## src/rtl/hpdmc_busif_mp.sv

```systemverilog
// hpdmc_busif_mp -- multi-port FML bus interface for HPDMC.
//
// Arbitrates 2**port_bits FML masters onto the single mgmt command port, keeps
// up to 2**pend_bits accepted commands in flight, and routes each data_ack back
// to the port that issued the oldest outstanding command.
//
// Configuration macro:
//   HPDMC_BUSIF_FIXED_PRIO_EN  defined   -> fixed priority (lowest index wins)
//                              undefined -> round-robin starting after last grant
//
// Ports:
//   sys_clk       system clock, rising edge
//   sdram_rst     synchronous active-high reset
//   fml_adr       per-port byte address, port p at [p*sdram_depth +: sdram_depth]
//   fml_stb       per-port strobe, held until that port's fml_ack
//   fml_we        per-port write enable
//   fml_ack       per-port acknowledge, one-hot, start of the data phase
//   mgmt_stb      command request to mgmt
//   mgmt_we       write flag of the granted port
//   mgmt_address  granted port address in 64-bit words
//   mgmt_ack      mgmt accepted the command this cycle
//   data_ack      one pulse per accepted command, in acceptance order
//   data_port     port owning the current/next data phase (queue head)
//   pending       commands accepted but not yet data-acked

module hpdmc_busif_mp #(
  parameter int unsigned sdram_depth = 26,
  parameter int unsigned port_bits   = 1,
  parameter int unsigned pend_bits   = 2
) (
  input  logic                                    sys_clk,
  input  logic                                    sdram_rst,
  input  logic [(1<<port_bits)*sdram_depth-1:0]   fml_adr,
  input  logic [(1<<port_bits)-1:0]               fml_stb,
  input  logic [(1<<port_bits)-1:0]               fml_we,
  output logic [(1<<port_bits)-1:0]               fml_ack,
  output logic                                    mgmt_stb,
  output logic                                    mgmt_we,
  output logic [sdram_depth-4:0]                  mgmt_address,
  input  logic                                    mgmt_ack,
  input  logic                                    data_ack,
  output logic [port_bits-1:0]                    data_port,
  output logic [pend_bits:0]                      pending
);

  localparam int unsigned NPorts = 1 << port_bits;
  localparam int unsigned Depth  = 1 << pend_bits;

  localparam logic [pend_bits:0]   FullCount = (pend_bits + 1)'(Depth);
  localparam logic [pend_bits:0]   PendOne   = (pend_bits + 1)'(1);
  localparam logic [pend_bits-1:0] PtrOne    = pend_bits'(1);

  // State
  logic [NPorts-1:0]    r_issued;
  logic                 r_grant_valid;
  logic [port_bits-1:0] r_grant_idx;
  logic [port_bits-1:0] r_queue [Depth];
  logic [pend_bits-1:0] r_rd_ptr;
  logic [pend_bits-1:0] r_wr_ptr;
  logic [pend_bits:0]   r_pending;
`ifndef HPDMC_BUSIF_FIXED_PRIO_EN
  logic [port_bits-1:0] r_last_grant;
  logic [port_bits-1:0] w_last_grant_nxt;
  logic [port_bits-1:0] w_cand;
`endif

  // Next-state
  logic [NPorts-1:0]    w_issued_nxt;
  logic                 w_grant_valid_nxt;
  logic [port_bits-1:0] w_grant_idx_nxt;
  logic [pend_bits-1:0] w_rd_ptr_nxt;
  logic [pend_bits-1:0] w_wr_ptr_nxt;
  logic [pend_bits:0]   w_pending_nxt;

  // Combinational helpers
  logic [NPorts-1:0]    w_elig;
  logic                 w_found;
  logic [port_bits-1:0] w_win;
  logic                 w_full;
  logic                 w_push;
  logic                 w_pop;
  logic [NPorts-1:0]    w_head_oh;
  logic [NPorts-1:0]    w_grant_oh;
  logic                 w_unused_adr_lsbs;

  // A port already holding a queue entry must not raise a second command.
  assign w_elig = fml_stb & ~r_issued;

  // Winner search; iterating from the far end lets the nearest candidate win.
  always_comb begin
    w_found = 1'b0;
    w_win   = '0;
`ifdef HPDMC_BUSIF_FIXED_PRIO_EN
    for (int i = NPorts - 1; i >= 0; i--) begin
      if (w_elig[i]) begin
        w_found = 1'b1;
        w_win   = port_bits'(i);
      end
    end
`else
    w_cand = '0;
    // Offset NPorts wraps back to last_grant itself, so it is checked last.
    for (int i = NPorts; i >= 1; i--) begin
      w_cand = r_last_grant + port_bits'(i);
      if (w_elig[w_cand]) begin
        w_found = 1'b1;
        w_win   = w_cand;
      end
    end
`endif
  end

  assign w_full   = (r_pending == FullCount);
  assign mgmt_stb = r_grant_valid & ~w_full;
  assign mgmt_we  = fml_we[r_grant_idx];
  assign mgmt_address = fml_adr[r_grant_idx * sdram_depth + 3 +: sdram_depth - 3];

  assign w_push = mgmt_ack & mgmt_stb;
  assign w_pop  = data_ack & (r_pending != '0);

  assign data_port = r_queue[r_rd_ptr];
  assign pending   = r_pending;

  always_comb begin
    w_head_oh = '0;
    w_head_oh[data_port] = 1'b1;
    w_grant_oh = '0;
    w_grant_oh[r_grant_idx] = 1'b1;
  end

  assign fml_ack = w_pop ? w_head_oh : '0;

  // Byte-within-word address bits are not used by mgmt.
  always_comb begin
    w_unused_adr_lsbs = 1'b0;
    for (int p = 0; p < NPorts; p++) begin
      w_unused_adr_lsbs = w_unused_adr_lsbs ^ (^fml_adr[p * sdram_depth +: 3]);
    end
  end

  // Next-state logic
  always_comb begin
    w_grant_valid_nxt = r_grant_valid;
    w_grant_idx_nxt   = r_grant_idx;
`ifndef HPDMC_BUSIF_FIXED_PRIO_EN
    w_last_grant_nxt  = r_last_grant;
`endif
    w_rd_ptr_nxt      = r_rd_ptr;
    w_wr_ptr_nxt      = r_wr_ptr;
    w_pending_nxt     = r_pending;

    if (w_push) begin
      w_grant_valid_nxt = 1'b0;
`ifndef HPDMC_BUSIF_FIXED_PRIO_EN
      w_last_grant_nxt  = r_grant_idx;
`endif
    end else if (!r_grant_valid && w_found) begin
      w_grant_valid_nxt = 1'b1;
      w_grant_idx_nxt   = w_win;
    end

    // The pushed port is never the popped one: a queued port cannot be granted.
    w_issued_nxt = (r_issued | (w_push ? w_grant_oh : '0)) & ~fml_ack;

    if (w_push) w_wr_ptr_nxt = r_wr_ptr + PtrOne;
    if (w_pop)  w_rd_ptr_nxt = r_rd_ptr + PtrOne;

    unique case ({w_push, w_pop})
      2'b10:   w_pending_nxt = r_pending + PendOne;
      2'b01:   w_pending_nxt = r_pending - PendOne;
      default: w_pending_nxt = r_pending;
    endcase
  end

  always_ff @(posedge sys_clk) begin
    if (sdram_rst) begin
      r_issued      <= '0;
      r_grant_valid <= 1'b0;
      r_grant_idx   <= '0;
`ifndef HPDMC_BUSIF_FIXED_PRIO_EN
      r_last_grant  <= port_bits'(NPorts - 1);
`endif
      r_rd_ptr      <= '0;
      r_wr_ptr      <= '0;
      r_pending     <= '0;
      for (int i = 0; i < Depth; i++) begin
        r_queue[i] <= '0;
      end
    end else begin
      r_issued      <= w_issued_nxt;
      r_grant_valid <= w_grant_valid_nxt;
      r_grant_idx   <= w_grant_idx_nxt;
`ifndef HPDMC_BUSIF_FIXED_PRIO_EN
      r_last_grant  <= w_last_grant_nxt;
`endif
      r_rd_ptr      <= w_rd_ptr_nxt;
      r_wr_ptr      <= w_wr_ptr_nxt;
      r_pending     <= w_pending_nxt;
      if (w_push) begin
        r_queue[r_wr_ptr] <= r_grant_idx;
      end
    end
  end

endmodule

```

## config.mk

```make
export PLATFORM = sky130hd
export DESIGN_NAME = hpdmc_busif_mp
export DESIGN_NICKNAME = d
export VERILOG_FILES = /design/src/rtl/hpdmc_busif_mp.sv
export SDC_FILE = /design/constraint.sdc
export NUM_CORES = 1
export LEC_CHECK = 0
export BUFFER_PORTS_ARGS = -buffer_cell sky130_fd_sc_hd__buf_2
export CORE_MARGIN = 5
export CORE_UTILIZATION = 35
export DETAILED_ROUTE_END_ITERATION = 10
export GPL_TIMING_DRIVEN = 1
export PLACE_DENSITY = 0.77
export SKIP_LAST_GASP = 1
export SLEW_MARGIN = 5
export SYNTH_ARGS = -nofsm -noshare
export SYNTH_HDL_FRONTEND = slang
export SYNTH_SLANG_ARGS = --single-unit
```

## constraint.sdc

```tcl
create_clock -name sys_clk -period 3.9 [get_ports sys_clk]
set_clock_uncertainty 0.1 [all_clocks]
set_input_delay 0.39 -clock sys_clk [delete_from_list [all_inputs] [get_ports sys_clk]]
set_output_delay 0.39 -clock sys_clk [all_outputs]
set_load 0.005 [all_outputs]
```

==> results of run 1 <==
-- layout make-up --
cell class | count | area share, %
clock buffer | 3 | 1.43
timing repair buffer | 84 | 26.6
clock inverter | 1 | 0.238
multi-input combinational | 78 | 40.7
inverter | 9 | 2.14
tap | 44 | 3.49
sequential | 18 | 25.4
-- power breakdown --
part	internal [W]	switching (W)	total (W)
combinational	0.000121	0.000100	0.000221
clock	0.0000374	0.0000589	0.0000963
sequential	0.000219	0.0000395	0.000259
total	0.000378	0.000198	0.000576
-- metal layers --
| layer | vias up | track usage, % |
|---|---|---|
| met1 | 506 | 18.6 |
| met4 | 0 | 6.35 |
| li1 | 567 | - |
| met5 | - | 0 |
| met3 | 5 | 4.76 |
| met2 | 40 | 23.5 |
-- how the worst min path moves through the flow --
stage,end
after floorplan,r_wr_ptr[0]
after detailed placement,r_wr_ptr[0]
final,r_grant_idx
after CTS,r_grant_idx
after global placement,r_wr_ptr[0]
after global routing,register
-- stage by stage --
step                area (µm²)  std cells  hold slack (ns)
global placement          1550        233            0.391
global route              1580        237            0.330
finish                    1580        237            0.315
floorplan                 1100        109            0.362
detailed placement        1550        233            0.389
CTS                       1580        237            0.309
-- cells in the final DEF, fill, tap and decap left out --
cell,instances
mux4_2,1
nand4_1,1
clkbuf_4,3
inv_1,8
nand3b_1,1
o31ai_1,3
or3b_1,1
nor3_1,5
a41oi_1,2
o311a_1,1
a21oi_1,4
inv_2,1
buf_2,84
mux2_2,25
o311ai_0,1
nor2_1,11
o211ai_1,1
edfxtp_1,4
or4_4,1
dfxtp_1,14
nand3_1,2
ha_1,1
xor2_1,4
clkinv_1,1
nor2b_1,2
or3_1,1
nand2_1,1
fa_1,1
nor3b_1,1
o21ai_0,5
a21o_2,1
o311a_2,1
-- synth_stat cells (all sizes together) --
library cell / number / area [µm²]
o311a: 2 / 21.3
edfxtp: 4 / 120
nand4: 1 / 6.26
nor2b: 2 / 12.5
fa: 1 / 20.0
or3: 1 / 6.26
nand3b: 1 / 7.51
nor3b: 1 / 7.51
o211ai: 1 / 7.51
mux2: 25 / 282
o311ai: 1 / 8.76
buf: 3 / 15.0
ha: 1 / 12.5
a21oi: 4 / 20.0
nand2: 1 / 3.75
inv: 9 / 33.8
nor3: 5 / 25.0
mux4: 1 / 22.5
o21ai: 5 / 25.0
a21o: 1 / 8.76
xor2: 4 / 35.0
o31ai: 3 / 22.5
clkbuf: 1 / 3.75
or4: 1 / 11.3
dfxtp: 14 / 280
a41oi: 2 / 17.5
nand3: 2 / 10.0
or3b: 1 / 8.76
nor2: 11 / 41.3
-- cells by family after synthesis --
kind of cell / count (synthesis)
buf+inv: 13
flops: 18
mux: 26
simple gates: 27
compound gates: 19
fa+ha+maj: 2
xor+xnor: 4
-- worst min-delay path, delay by kind of cell --
kind | cells | cell delay [ns]
AOI/OAI and AO/OA | 1 | 0.06
and+or+nand+nor | 2 | 0.14
buffers and inverters | 1 | 0.08
==> results by group, run 1 <==
Placed design
  – Pre-CTS WS: 1.47 ns
  – DP HPWL: 2640 µm
  – Port-buffer cells: 84
  – Placer Congestion: 0.745

Clocking
  – CTS tree: yes
  – Hold buffers post-CTS: 0
  – CTS Sinks: 18
  – CTS Buf Count: 3
  – Clk slew on worst S/H paths: 0.10 ns
  – Post-cts sizing count: 0
  – Clk_lat worst skew: 0.30 ns
  – Root buffer selected by CTS: clkbuf_4
  – Clock Path Buffers: 2
  – H-tree depth: 1
  – Post-CTS Setup Repair Bufs: 0

Worst setup path
  – CP peak stage delay: 0.44 ns
  – R2r setup slk: 1.43 ns
  – Critical-path cell list: or3b_1 > nand3_1 > ha_1 > inv_1 > fa_1 > xor2_1 > or3_1 > a21oi_1
  – Crit path capture: pending[2]
  – Reg2Reg Depth: 8
  – Worst setup startpoint: pending[2]
  – Crit end category: register
  – WP data required: 4.04 ns
  – Worst Path Buf+Inv: 1
  – Critical path depth in cells: 8
  – Setup Crit Path Kind: register to register
  – CP max stage cell: dfxtp_1
  – Crit start category: register
  – CP delay by family, top: simple AND/OR/NAND/NOR gates
  – Arrival time at the worst endpoint: 2.61 ns
  – Crit-path max FO: 8
  – Reg2reg end: pending[2]
  – Reg-to-reg startpoint: pending[2]

Logic synthesis
  – Post-synthesis mux area share: 27.7%
  – Simple-Gate Fraction of Synth Area: 12.8%
  – Xor and xnor area share after synthesis: 3.20%
  – #FFs+latches synth: 18
  – Syn. warnings: 0
  – Post-Synth Adder-Cell Area: 2.97%
  – Post-Syn Area: 1100 µm²
  – Mapped Cells: 109
  – Syn avg cell area: 10.1 µm²
  – Register area share after synthesis: 36.5%
  – Largest family of logic cells by synthesized area: multiplexers
  – Netlist cell types: 31
  – Syn_nets: 171
  – Compound-Gate Fraction of Synth Area: 12.0%

Min path
  – Hold Crit Class: primary input to register
  – HP Start: fml_stb[0]
  – Hold Path Stages: 4

Layout
  – Post-layout util: 52.1%
  – Fillers: 304
  – Antenna Diode Count: 0
  – Fin nets: 256
  – Sequential cell area: 400 µm²
  – Syn-to-layout area delta: 44.1%
  – Multi-input combinational cell area: 643 µm²
  – Layout cells sized above 1: 60.6%

Global routing
  – Largest net degree at the start of global routing: 28
  – Vias in the first global route: 1,124
  – First-pass GRT wire length: 4910 µm
  – Gr usage total: 14.9%
  – Initial antenna violation count: 0
  – Grt ovf: 0

STA
  – Count of final hold-check violations: 0
  – Worst-Margin Slew: 1.08 ns
  – Max-slew headroom: 27.7%
  – Max Fclk: 405 MHz
  – Final setup viols: 0
  – Final setup TNS: 0 ns
  – Final Cycle Share: 63.3%
  – Slew Limit Fails: 0
  – RSZ-0062 raised after global routing: no
  – PnR worst setup slack: 1.43 ns
  – Tmin final: 2.47 ns

Power
  – Pwr/cell area: 365 nW/µm²
  – Static Leak: 0.743 nW
  – Power Total: 0.000576 W
  – Peak VDD IR: 0.247 mV

Floorplanning
  – Die height: 66.0 µm
  – Total die area: 4350 µm²
  – Num rows: 20
  – IO Pins: 91
  – Core ar.: 3030 µm²
  – Initial Util: 36.2%
  – DIE WIDTH: 66.0 µm

Routing
  – Routed wire per std cell: 13.5 µm
  – Iter 0 DRT Violations: 31
  – Total Wirelength: 3200 µm
  – DRC viols: 0
  – 1st-pass router iterations: 4
  – Post-route ant nets: 0
  – Top routing layer in use: met4
  – Metal3 WL: 238 µm
  – DR vias: 1,118
  – M1 WL: 1280 µm
  – Vias per inst: 4.72
  – DR WL met2: 1640 µm

Run status
  – Outcome: complete, no violations

Run
  – Max-Cap Viols: 0
Note: power is estimated with default switching activity, not from simulation.
==> run 2: changes to the inputs <==
--- a/config.mk
+++ b/config.mk
@@ -7,10 +7,10 @@
 export LEC_CHECK = 0
 export BUFFER_PORTS_ARGS = -buffer_cell sky130_fd_sc_hd__buf_2
 export CORE_MARGIN = 5
-export CORE_UTILIZATION = 35
+export CORE_UTILIZATION = 34
 export DETAILED_ROUTE_END_ITERATION = 10
 export GPL_TIMING_DRIVEN = 1
-export PLACE_DENSITY = 0.77
+export PLACE_DENSITY = 0.78
 export SKIP_LAST_GASP = 1
 export SLEW_MARGIN = 5
 export SYNTH_ARGS = -nofsm -noshare
==> constraint.sdc (replaced) <==
create_clock -name sys_clk -period 2.14 [get_ports sys_clk]
set_clock_uncertainty 0.1 [all_clocks]
set_input_delay 0.214 -clock sys_clk [delete_from_list [all_inputs] [get_ports sys_clk]]
set_output_delay 0.214 -clock sys_clk [all_outputs]
set_load 0.005 [all_outputs]
==> run 2 against run 1 <==
- combinational power up 130%
- routed wire length up 1.1%
- largest cell class unchanged
- global-route usage down 0.30 points
- core utilization up 2.0 points
- sequential share of layout area down 1.2 points
- final area up 5.5%
- largest power group is now combinational cells
- count of clock-buffer cells in the layout up 1
- maximum frequency up 16%
- worst setup slack worse by 1.4 ns
==> results by group, run 2 (synthesis gave the netlist of run 1 again) <==
Run status
  – Outcome: complete, no violations (unchanged)

Run
  – Max-Cap Viols: 0 (unchanged)

Placed design
  – Placed cells: 239 (was 233)
  – Placer Congestion: 0.725 (was 0.745)
  – DP Area: 1630 µm² (was 1550 µm²)
  – Port-buffer cells: 84 (unchanged)
  – DP HPWL: 2750 µm (was 2640 µm)

Power
  – Internal Pwr Total: 0.000781 W (was 0.000378 W)
  – Pwr/cell area: 694 nW/µm² (was 365 nW/µm²)
  – Switching share of power: 32.5% (was 34.4%)
  – Flop pwr share: 37.3% (was 44.9%)
  – Net switching power: 0.000376 W (was 0.000198 W)
  – Peak VDD IR: 0.349 mV (was 0.247 mV)
  – Share of total power in combinational logic: 44.6% (was 38.4%)
  – Static Leak: 0.786 nW (was 0.743 nW)
  – Part of the total power dissipated in the clock network: 18.1% (was 16.7%)

Clocking
  – Clk slew on worst S/H paths: 0.10 ns (about the same)
  – Hold buffers post-CTS: 0 (unchanged)
  – Post-CTS Setup Repair Bufs: 0 (unchanged)
  – Root buffer selected by CTS: clkbuf_4 (unchanged)
  – CTS Buf Count: 3 (unchanged)
  – Clk_lat worst skew: 0.30 ns (about the same)
  – Post-cts sizing count: 0 (unchanged)
  – H-tree depth: 1 (unchanged)
  – CTS Sinks: 18 (unchanged)
  – CTS tree: yes (unchanged)
  – Clock Path Buffers: 2 (unchanged)

Worst setup path
  – Crit-path max FO: 4 (was 8)
  – Setup Crit Path Kind: register to register (unchanged)
  – WP data required: 2.27 ns (was 4.04 ns)
  – Arrival time at the worst endpoint: 2.26 ns (was 2.61 ns)
  – Crit end category: register (unchanged)
  – Crit start category: register (unchanged)
  – Reg2Reg Depth: 8 (unchanged)

Routing
  – DRC viols: 0 (unchanged)
  – Iter 0 DRT Violations: 41 (was 31)
  – Total Wirelength: 3230 µm (was 3200 µm)
  – 1st-pass router iterations: 4 (unchanged)
  – Post-route ant nets: 0 (unchanged)
  – Routed wire per std cell: 13.3 µm (was 13.5 µm)
  – DR vias: 1,151 (was 1,118)
  – Vias per inst: 4.74 (was 4.72)

Global routing
  – Vias in the first global route: 1,175 (was 1,124)
  – Gr usage total: 14.6% (was 14.9%)
  – Initial antenna violation count: 0 (unchanged)
  – Grt ovf: 0 (unchanged)
  – Largest net degree at the start of global routing: 28 (unchanged)
  – First-pass GRT wire length: 5020 µm (was 4910 µm)

Layout
  – Design Area, Final: 1670 µm² (was 1580 µm²)
  – Layout Cells excl Fill: 243 (was 237)
  – Multi-input combinational cell area: 673 µm² (was 643 µm²)
  – Syn-to-layout area delta: 52.1% (was 44.1%)
  – Sequential cell area: 403 µm² (was 400 µm²)
  – Commonest non-fill, non-tap cells in the layout: buf_2, mux2_2, dfxtp_1, nor2_1, inv_1 (unchanged)
  – Fin nets: 262 (was 256)
  – Post-layout util: 54.1% (was 52.1%)
  – Antenna Diode Count: 0 (unchanged)
  – Fillers: 315 (was 304)
  – Layout cells sized above 1: 65.3% (was 60.6%)
  – Commonest non-fill, non-tap cell in the layout: buf_2 (unchanged)

STA
  – Tmin final: 2.13 ns (was 2.47 ns)
  – Final setup TNS: 0 ns (unchanged)
  – Count of final hold-check violations: 0 (unchanged)
  – Max-slew headroom: 67.3% (was 27.7%)
  – Worst-Margin Slew: 0.490 ns (was 1.08 ns)
  – Worst hold margin: 0.138 ns (was 0.315 ns)
  – Max Fclk: 470 MHz (was 405 MHz)
  – Final setup viols: 0 (unchanged)
  – RSZ-0062 raised after global routing: yes (was no)
  – Final Cycle Share: 99.4% (was 63.3%)
  – Slew Limit Fails: 0 (unchanged)

Min path
  – Hold Crit Class: primary input to register (unchanged)
  – Hold Path Stages: 4 (unchanged)

Floorplanning
  – Die height: 66.8 µm (was 66.0 µm)
  – Num rows: 20 (unchanged)
  – Total die area: 4460 µm² (was 4350 µm²)
  – DIE WIDTH: 66.8 µm (was 66.0 µm)
  – Initial Util: 35.6% (was 36.2%)
  – Core ar.: 3080 µm² (was 3030 µm²)
  – IO Pins: 91 (unchanged)
-- run 2: stage by stage --
step	setup WS [ns]	power [W]
after CTS	0.0140	0.00117
after floorplan	0.0266	0.000745
after detailed placement	0.0417	0.000959
after global placement	0.0542	0.000946
final	0.0126	0.00116
after global routing	-0.0560	0.00125
-- run 2: critical path: stages (launching register included) --
cell	delay [ns]
dfxtp_2	0.33
or3b_4	0.41
nand3_4	0.12
ha_4	0.14
inv_1	0.05
fa_2	0.33
xor2_1	0.15
or3_1	0.30
a21oi_1	0.14
-- run 2: final timing paths --
path | startpoint | endpoint | slack (ns)
max | pending[0] | pending[2] | 0.01
min | fml_stb[0] | r_grant_idx | 0.14
max reg2reg | pending[0] | pending[2] | 0.01
min reg2reg | r_wr_ptr[0] | r_wr_ptr[0] | 0.41
-- run 2: power by group through the flow --
| stage | clock network, W | logic (W) | registers [W] |
|---|---|---|---|
| global route | 0.000232 | 0.000583 | 0.000439 |
| finish | 0.000209 | 0.000515 | 0.000432 |
| global placement | 0 | 0.000507 | 0.000439 |
| detailed placement | 0 | 0.000518 | 0.000441 |
| CTS | 0.000217 | 0.000520 | 0.000432 |
| floorplan | 0 | 0.000288 | 0.000457 |
-- run 2: per-layer routing --
layer  up-vias  wire length (µm)  track usage (%)
li1        579                 -                -
met1       527              1320             18.2
met2        41              1690             24.5
met3         4               182             2.36
met4         0                40             6.60
met5         -                 0                0
-- run 2: area by class of cell --
class / instances / share of cell area, %
tap: 44 / 3.30
timing repair buffer: 90 / 27.9
inverter: 9 / 2.03
clock buffer: 4 / 2.18
multi-input combinational: 78 / 40.4
sequential: 18 / 24.2
==> run 3: changes to the inputs <==
--- a/config.mk
+++ b/config.mk
@@ -6,11 +6,10 @@
 export NUM_CORES = 1
 export LEC_CHECK = 0
 export BUFFER_PORTS_ARGS = -buffer_cell sky130_fd_sc_hd__buf_2
-export CORE_MARGIN = 5
-export CORE_UTILIZATION = 34
+export CORE_UTILIZATION = 35
 export DETAILED_ROUTE_END_ITERATION = 10
 export GPL_TIMING_DRIVEN = 1
-export PLACE_DENSITY = 0.78
+export PLACE_DENSITY = 0.77
 export SKIP_LAST_GASP = 1
 export SLEW_MARGIN = 5
 export SYNTH_ARGS = -nofsm -noshare
==> constraint.sdc (replaced) <==
create_clock -name sys_clk -period 2.05 [get_ports sys_clk]
set_clock_uncertainty 0.1 [all_clocks]
set_input_delay 0.205 -clock sys_clk [delete_from_list [all_inputs] [get_ports sys_clk]]
set_output_delay 0.205 -clock sys_clk [all_outputs]
set_load 0.005 [all_outputs]
==> run 3 against run 2 <==
- the run now ends with negative setup slack left
- hold slack got worse by 0.018 ns
- via count is 0.17% higher
- worst setup slack worse by 0.036 ns
- sequential power up 5.1%
- register-to-register slack worse by 0.04 ns
- routed wire length decreased by 6.9%
- sequential share of layout area is 0.18 points lower
- combinational power increased by 15%
- critical path type unchanged
==> results by group, run 3 (synthesis gave the netlist of run 1 again) <==
STA
  – Tmin final: 2.07 ns (was 2.13 ns)
  – Worst hold margin: 0.120 ns (was 0.138 ns)
  – Max-slew headroom: 66.8% (was 67.3%)
  – Final Cycle Share: 101% (was 99.4%)
  – RSZ-0062 raised after global routing: yes (unchanged)
  – Count of final hold-check violations: 0 (unchanged)
  – PnR worst setup slack: -0.0236 ns (was 0.0126 ns)
  – Worst-Margin Slew: 0.492 ns (was 0.490 ns)
  – Max Fclk: 482 MHz (was 470 MHz)
  – Final setup viols: 1 (was 0)
  – Final setup TNS: -0.0236 ns (was 0 ns)
  – Slew Limit Fails: 0 (unchanged)

Layout
  – Commonest non-fill, non-tap cell in the layout: buf_2 (unchanged)
  – Fillers: 266 (was 315)
  – Sequential cell area: 403 µm² (unchanged)
  – Fin nets: 264 (was 262)
  – Layout cells sized above 1: 67.2% (was 65.3%)
  – Commonest non-fill, non-tap cells in the layout: buf_2, mux2_2, dfxtp_1, nor2_1 (was buf_2, mux2_2, dfxtp_1, nor2_1, inv_1)
  – Syn-to-layout area delta: 53.2% (was 52.1%)
  – Multi-input combinational cell area: 697 µm² (was 673 µm²)
  – Antenna Diode Count: 0 (unchanged)

Global routing
  – Gr usage total: 17.9% (was 14.6%)
  – Vias in the first global route: 1,077 (was 1,175)
  – Initial antenna violation count: 0 (unchanged)
  – Largest net degree at the start of global routing: 25 (was 28)
  – Grt ovf: 0 (unchanged)
  – First-pass GRT wire length: 4560 µm (was 5020 µm)

Worst setup path
  – Crit-path max FO: 2 (was 4)
  – WP data required: 2.19 ns (was 2.27 ns)
  – Reg2reg end: pending[2] (unchanged)
  – R2r setup slk: -0.02 ns (was 0.01 ns)
  – Setup Crit Path Kind: register to register (unchanged)
  – Arrival time at the worst endpoint: 2.21 ns (was 2.26 ns)
  – Reg2Reg Depth: 8 (unchanged)
  – Crit path capture: pending[2] (unchanged)
  – Reg-to-reg startpoint: pending[0] (unchanged)
  – Crit end category: register (unchanged)
  – Worst setup startpoint: pending[0] (unchanged)
  – Crit start category: register (unchanged)

Routing
  – 1st-pass router iterations: 4 (unchanged)
  – DRC viols: 0 (unchanged)
  – Routed wire per std cell: 13.0 µm (was 13.3 µm)
  – Total Wirelength: 3010 µm (was 3230 µm)
  – Post-route ant nets: 0 (unchanged)
  – Iter 0 DRT Violations: 12 (was 41)
  – DR vias: 1,153 (was 1,151)
  – Vias per inst: 4.97 (was 4.74)

Clocking
  – Root buffer selected by CTS: clkbuf_4 (unchanged)
  – CTS Buf Count: 3 (unchanged)
  – Hold buffers post-CTS: 0 (unchanged)
  – Clock Path Buffers: 2 (unchanged)
  – H-tree depth: 1 (unchanged)
  – Clk slew on worst S/H paths: 0.10 ns (about the same)
  – Post-CTS Setup Repair Bufs: 0 (unchanged)
  – Clk_lat worst skew: 0.30 ns (about the same)
  – CTS tree: yes (unchanged)
  – CTS Sinks: 18 (unchanged)

Floorplanning
  – IO Pins: 91 (unchanged)
  – DIE WIDTH: 58.0 µm (was 66.8 µm)
  – Total die area: 3360 µm² (was 4460 µm²)
  – Num rows: 19 (was 20)
  – Die height: 58.0 µm (was 66.8 µm)
  – Core ar.: 2850 µm² (was 3080 µm²)
  – Initial Util: 38.4% (was 35.6%)

Power
  – Pwr/cell area: 733 nW/µm² (was 694 nW/µm²)
  – Static Leak: 0.789 nW (was 0.786 nW)
  – Peak VDD IR: 0.426 mV (was 0.349 mV)

Run
  – Max-Cap Viols: 0 (unchanged)

Placed design
  – DP HPWL: 2450 µm (was 2750 µm)
  – Placer Congestion: 0.763 (was 0.725)
  – Port-buffer cells: 84 (unchanged)

Min path
  – HP Start: sdram_rst (was fml_stb[0])
  – Hold Crit Class: primary input to register (unchanged)

Run status
  – Failing checks: negative setup slack
  – Outcome: finished with violations (was complete, no violations)
==> run 3: changes by cell type in the layout (fill, tap and decap cells not counted) <==
| cell | change |
|---|---|
| a21oi_1 | -2 |
| a21oi_2 | +2 |
| buf_4 | +2 |
| clkbuf_1 | +1 |
| clkbuf_8 | -1 |
| nor2_1 | -1 |
| nor2_2 | +1 |
| o31ai_1 | -1 |
| o31ai_4 | +1 |
==> run 3: metrics by stage <==
stage | cell area (µm²) | std cells | total power (W) | utilization (%) | worst slack (ns)
floorplan | 1130 | 109 | 0.000779 | - | -0.0370
global placement | 1630 | 228 | 0.000999 | 57.1 | 0.0207
detailed placement | 1630 | 228 | 0.00102 | 57.1 | -0.0219
CTS | 1660 | 232 | 0.00120 | 58.0 | -0.0344
global route | 1680 | 232 | 0.00132 | 58.9 | -0.106
finish | 1680 | 232 | 0.00123 | 58.9 | -0.0236
==> run 3: layout make-up <==
type | instances | share of cell area, %
multi-input cells | 78 | 41.5
repair buffers | 92 | 28.6
flip-flops and latches | 18 | 24.0
well taps | 31 | 2.31
inverters | 9 | 2.01
clock buffers | 4 | 1.56
==> run 3: critical path, cell delays in order (launching register included) <==
cell,delay (ns)
dfxtp_2,0.33
or3b_4,0.41
nand3_4,0.10
ha_4,0.13
inv_1,0.04
fa_2,0.33
xor2_1,0.15
or3_1,0.32
a21oi_2,0.12
==> run 3: worst min path at each step <==
stage / endpoint / slack, ns / cells after the start
floorplan: r_last_grant / 0.28 / 2
global placement: r_wr_ptr[0] / 0.39 / 2
detailed placement: r_wr_ptr[0] / 0.39 / 2
CTS: r_rd_ptr[0] / 0.13 / 2
global route: pending[2] / 0.11 / 2
finish: pending[2] / 0.12 / 2
==> run 3: timing repair <==
action / CTS / global route
pin swaps: 0 / 1
cloned: 0 / 0
endpoints found under the setup margin: 1 / 2
gates resized for setup: 0 / 5
==> run 3: per-layer routing <==
metal	GRT usage (%)	wire, µm
met1	22.7	1290
met2	29.7	1590
met3	3.79	113
met4	7.14	15
met5	0	0
==> run 3: power breakdown <==
group	switching, W	internal [W]	leakage (nW)
combinational	0.000276	0.000317	0.618
sequential	0.0000345	0.000420	0.157
clock	0.000108	0.0000758	0.0150
total	0.000418	0.000813	0.789
